$ cat config.mk
export PLATFORM = sky130hd
export DESIGN_NAME = countdown32
export DESIGN_NICKNAME = d
export VERILOG_FILES = /design/src/rtl/mips_pkg.sv /design/src/rtl/dec_by1.sv /design/src/rtl/countdown32.sv
export SDC_FILE = /design/constraint.sdc
export NUM_CORES = 1
export LEC_CHECK = 0
export CORE_UTILIZATION = 45
export DETAILED_ROUTE_END_ITERATION = 10
export DONT_BUFFER_PORTS = 1
export PLACE_DENSITY = 0.58
export SLEW_MARGIN = 20
export SYNTH_ARGS = -nofsm -noshare
export SYNTH_HDL_FRONTEND = slang
export SYNTH_HIERARCHICAL = 1
export SYNTH_SLANG_ARGS = --single-unit
$ cat constraint.sdc
create_clock -name clk -period 2.77 [get_ports clk]
set_input_delay 0.277 -clock clk [delete_from_list [all_inputs] [get_ports clk]]
set_output_delay 0.277 -clock clk [all_outputs]
set_load 0.03 [all_outputs]
$ cat src/rtl/mips_pkg.sv
// Shared definitions for the MIPS timer/counter blocks: FSM encodings and default width.
package mips_pkg;

    localparam int unsigned DEFAULT_WIDTH = 32;

    typedef enum logic [1:0] {
        ST_IDLE = 2'b00,
        ST_RUN  = 2'b01,
        ST_DONE = 2'b10
    } cd_state_t;

endpackage : mips_pkg

$ cat src/rtl/dec_by1.sv
// dec_by1: combinational subtract-one (o_y = i_a - 1, modulo 2^WIDTH).
// Ports:
//   i_a  in  WIDTH  operand
//   o_y  out WIDTH  i_a - 1
// Borrow lookahead: bit i flips exactly when every lower bit is zero.
module dec_by1
    import mips_pkg::*;
#(
    parameter int unsigned WIDTH = DEFAULT_WIDTH
) (
    input  logic [WIDTH-1:0] i_a,
    output logic [WIDTH-1:0] o_y
);

    for (genvar i = 0; i < WIDTH; i++) begin : g_bit
        if (i == 0) begin : g_lsb
            assign o_y[0] = ~i_a[0];
        end else begin : g_upper
            assign o_y[i] = i_a[i] ^ ~(|i_a[i-1:0]);
        end
    end

endmodule : dec_by1

$ cat src/rtl/countdown32.sv
// countdown32: loadable down-counter with start/pause, one-cycle done pulse
// and sticky irq. Optional auto-reload restarts from the last loaded value.
// Ports:
//   clk       in  1      rising-edge clock
//   rst       in  1      asynchronous reset, active-high
//   load      in  1      capture load_val into count and reload register
//   load_val  in  WIDTH  value to load
//   start     in  1      begin counting (IDLE only)
//   pause     in  1      hold count (RUN only)
//   irq_clr   in  1      clear irq (a coincident set wins)
//   count     out WIDTH  current counter value
//   busy      out 1      high while in RUN
//   done      out 1      one-cycle expiry pulse
//   irq       out 1      sticky expiry flag
module countdown32
    import mips_pkg::*;
#(
    parameter int unsigned WIDTH       = DEFAULT_WIDTH,
    parameter bit          AUTO_RELOAD = 1'b0
) (
    input  logic             clk,
    input  logic             rst,
    input  logic             load,
    input  logic [WIDTH-1:0] load_val,
    input  logic             start,
    input  logic             pause,
    input  logic             irq_clr,
    output logic [WIDTH-1:0] count,
    output logic             busy,
    output logic             done,
    output logic             irq
);

    cd_state_t        r_state;
    logic [WIDTH-1:0] r_count;
    logic [WIDTH-1:0] r_reload;
    logic             r_busy;
    logic             r_done;
    logic             r_irq;

    logic [WIDTH-1:0] w_dec;
    logic [WIDTH-1:0] w_eff;
    logic [WIDTH-1:0] w_rel;

    dec_by1 #(.WIDTH(WIDTH)) u_dec (
        .i_a (r_count),
        .o_y (w_dec)
    );

    // Value seen by start in IDLE, and value restarted from in DONE;
    // a same-cycle load takes precedence over the stored value.
    assign w_eff = load ? load_val : r_count;
    assign w_rel = load ? load_val : r_reload;

    // FSM with registered count, reload, busy, done and irq.
    always_ff @(posedge clk or posedge rst) begin
        if (rst) begin
            r_state  <= ST_IDLE;
            r_count  <= '0;
            r_reload <= '0;
            r_busy   <= 1'b0;
            r_done   <= 1'b0;
            r_irq    <= 1'b0;
        end else begin
            r_done <= 1'b0;
            r_irq  <= r_irq & ~irq_clr;
            if (load) begin
                r_reload <= load_val;
            end

            case (r_state)
                ST_IDLE: begin
                    if (load) begin
                        r_count <= load_val;
                    end
                    if (start) begin
                        if (w_eff == '0) begin
                            r_state <= ST_DONE;
                            r_done  <= 1'b1;
                            r_irq   <= 1'b1;
                        end else begin
                            r_state <= ST_RUN;
                            r_busy  <= 1'b1;
                        end
                    end
                end

                ST_RUN: begin
                    // Restart has priority over pause and decrement.
                    if (load) begin
                        r_count <= load_val;
                        if (load_val == '0) begin
                            r_state <= ST_DONE;
                            r_busy  <= 1'b0;
                            r_done  <= 1'b1;
                            r_irq   <= 1'b1;
                        end
                    end else if (!pause) begin
                        r_count <= w_dec;
                        if (r_count == WIDTH'(1)) begin
                            r_state <= ST_DONE;
                            r_busy  <= 1'b0;
                            r_done  <= 1'b1;
                            r_irq   <= 1'b1;
                        end
                    end
                end

                ST_DONE: begin
                    if (AUTO_RELOAD && (w_rel != '0)) begin
                        r_count <= w_rel;
                        r_state <= ST_RUN;
                        r_busy  <= 1'b1;
                    end else begin
                        if (load) begin
                            r_count <= load_val;
                        end
                        r_state <= ST_IDLE;
                        r_busy  <= 1'b0;
                    end
                end

                default: begin
                    r_state <= ST_IDLE;
                    r_busy  <= 1'b0;
                end
            endcase
        end
    end

    assign count = r_count;
    assign busy  = r_busy;
    assign done  = r_done;
    assign irq   = r_irq;

endmodule : countdown32
==> results.cfg <==
[timing]
finalSetupViolCount = 0
max_slew_margin_pct = 52.8
rsz0062_at_grt = false
slew_violations = 0
finalHoldViolations = 0
worstMarginPinSlew_ns = 0.707
setup_tns_ns = 0
fin_crit_sh_pct = 82.8
clock_skew_ns = 0.0129
fmax_mhz = 436
fin_crit_ns = 2.29

[power_and_ir_drop]
power.leakage_uw = 0.00133
peakVddDrop_uv = 284
p_total_uw = 1680
p_per_area_nw_per_um2 = 508

[die]
fp.coreArea_sq_um = 6310
ioPinCount = 73
fp.dieArea_sq_um = 6850
dieHeight_um = 82.7
start_util_pct = 46.5
rows = 29
die_w_um = 82.7

[finish]
final_area_sq_um = 3300
multiInputGateArea_sq_um = 1860
drive_above_1_share_pct = 15.6
n_fill_cell = 666
fin_util_pct = 52.3
syn_to_final_growth_pct = 12.5
ff_latch_area_sq_um = 926
diodes = 0
nNetsFinal = 413

[setup_path]
critPathLaunchType = flip-flop
path_max_fanout = 9
end_kind = flip-flop
timing.rr.end = count[26]
reg2reg_depth = 6
cp_data_arrival_time_ns = 2.46
r2r-start = count[18]
crit_type = flip-flop to flip-flop
reg2reg_slack_ns = 0.48
cp.required_ns = 2.94

[worst_hold_path]
min_from = load_val[1]
hold_end = count[1]
hold_path_depth = 2
worstHoldPathType = input port to flip-flop

[job]
maxCapViolations = 0

[outcome]
status = completed

[global_route]
antenna_found_initial = 0
grt_use_total_pct = 29.5
grt_pass1_vias = 2658
grt_overflow = 0
grt_max_degree = 49
grt_pass1_wl_mm = 14.5

[logic_synthesis]
synth-xor-area-share_pct = 7.72
yosys_register_bits = 37
synthArstFlopShare_pct = 100
synth_compound_area_share_pct = 21.7
synth-edff-count = 0
syn_area_sq_um = 2930
yosys.area_share.simple_pct = 21.9
muxShareOfSynthArea_pct = 9.72
synth_top_family_by_area = simple AND/OR/NAND/NOR gates
yosysWarningCount = 6
ys_seq_area_share_pct = 31.6
syn_area_per_cell_sq_um = 8.34
yosys_most_used_dff = dfrtp_1
synthesis.nets = 395
synthAdderAreaFrac_pct = 2.13
yosysUniqueCellTypes = 40
syn_inst = 352

[clock_network]
clk_latency_ns = 0.31
cts_resized = 0
cts-root-buf = clkbuf_8
tritoncts = yes
numCtsBuffers = 5
path_clk_slew_ns = 0.09
htree_num_levels = 2
cts.sinks = 37
clockBufferDepth = 2

[place]
numPortBuffers = 0
globalplace.congestion = 0.862
place_hpwl_mm = 6.86
dpl_cell_area_sq_um = 3170

[detailed_routing]
drc = 0
via_count = 2851
wl_per_cell_um = 21.2
avgViaCountPerCell = 6.36
wl_mm = 9.50
ant_nets = 0
drt_iter0_markers = 204
dr.pass1.iters = 4
-- metrics by stage --
| step | setup WS, ns | cells | hold slack, ns |
|---|---|---|---|
| global route | 0.301 | 448 | 0.106 |
| CTS | 0.485 | 448 | 0.103 |
| floorplan | 0.283 | 352 | 0.406 |
| global placement | 0.526 | 439 | 0.332 |
| finish | 0.476 | 448 | 0.0990 |
| detailed placement | 0.498 | 439 | 0.326 |
-- area by class of cell --
| cell class | count | area share [%] |
|---|---|---|
| multi-input combinational | 277 | 56.3 |
| sequential | 37 | 28.1 |
| timing repair buffer | 31 | 7.13 |
| tap | 77 | 2.92 |
| clock buffer | 7 | 2.62 |
| inverter | 18 | 2.05 |
| clock inverter | 1 | 0.910 |
-- routing by layer --
metal,share of wire (%),GRT usage [%]
met3,8.1,7.03
met2,48,48.9
met1,42,38.1
met4,1.3,8.10
met5,0,0
-- placed cells by master, fill, tap and decap left out, types with 6 or more instances in the layout --
cell	n
a21oi_1	39
a22oi_1	15
buf_4	30
clkbuf_8	6
dfrtp_1	37
inv_1	18
mux2_2	12
mux2i_1	15
nand2_1	11
nand3_1	10
nor2_1	35
nor3_1	10
nor4_1	18
o21ai_0	18
o22ai_1	31
xor2_1	21
-- state kept, by name (all words and copies together) (netlist names) --
name / flops
count: 32
r_state: 2
busy: 1
done: 1
irq: 1
-- kinds of logic after synthesis --
| kind of cell | Yosys count |
|---|---|
| buffers and inverters | 38 |
| AOI/OAI and AO/OA | 108 |
| muxes | 27 |
| xor gates and xnor gates | 25 |
| adders and majority gates | 5 |
| DFF | 37 |
| and+or+nand+nor | 112 |
-- cell usage after synthesis (all sizes together) (11+ instances only) --
cell type / instances / area share [%]
a21oi: 39 / 6.7
a22oi: 15 / 3.8
clkbuf: 14 / 1.8
dfrtp: 37 / 32
inv: 18 / 2.3
mux2: 12 / 4.6
mux2i: 15 / 5.1
nand2: 11 / 1.4
nor2: 35 / 4.5
nor3: 11 / 1.9
nor4: 23 / 6.6
o21ai: 18 / 3.1
o22ai: 31 / 6.6
xor2: 21 / 6.3
-- how the worst max path moves through the flow --
stage / slack [ns] / start / to
6_report: 0.48 / count[18] / count[26]
5_1_grt: 0.30 / count[0] / count[25]
4_1_cts: 0.49 / count[18] / count[26]
3_5_place_dp: 0.50 / count[18] / count[26]
3_3_place_gp: 0.53 / count[18] / count[26]
2_1_floorplan: 0.28 / count[0] / count[26]
-- critical path, cell delays in order (launching register included) --
cell     delay (ns)
dfrtp_1        0.38
or3_4          0.39
or3_1          0.45
or4b_4         0.58
xnor2_2        0.14
o22ai_1        0.12
a21oi_1        0.09
-- where the power goes --
group	switching (uW)	internal, uW	total [uW]
clock	217	294	511
sequential	116	593	709
combinational	273	182	455
-- repair_timing --
item | 4_1_cts | 5_1_grt
buffers inserted | 0 | 0
hold buffers | 1 | 0
hold endpoints to repair | 1 | 0
(Power assumes the default switching activity.)
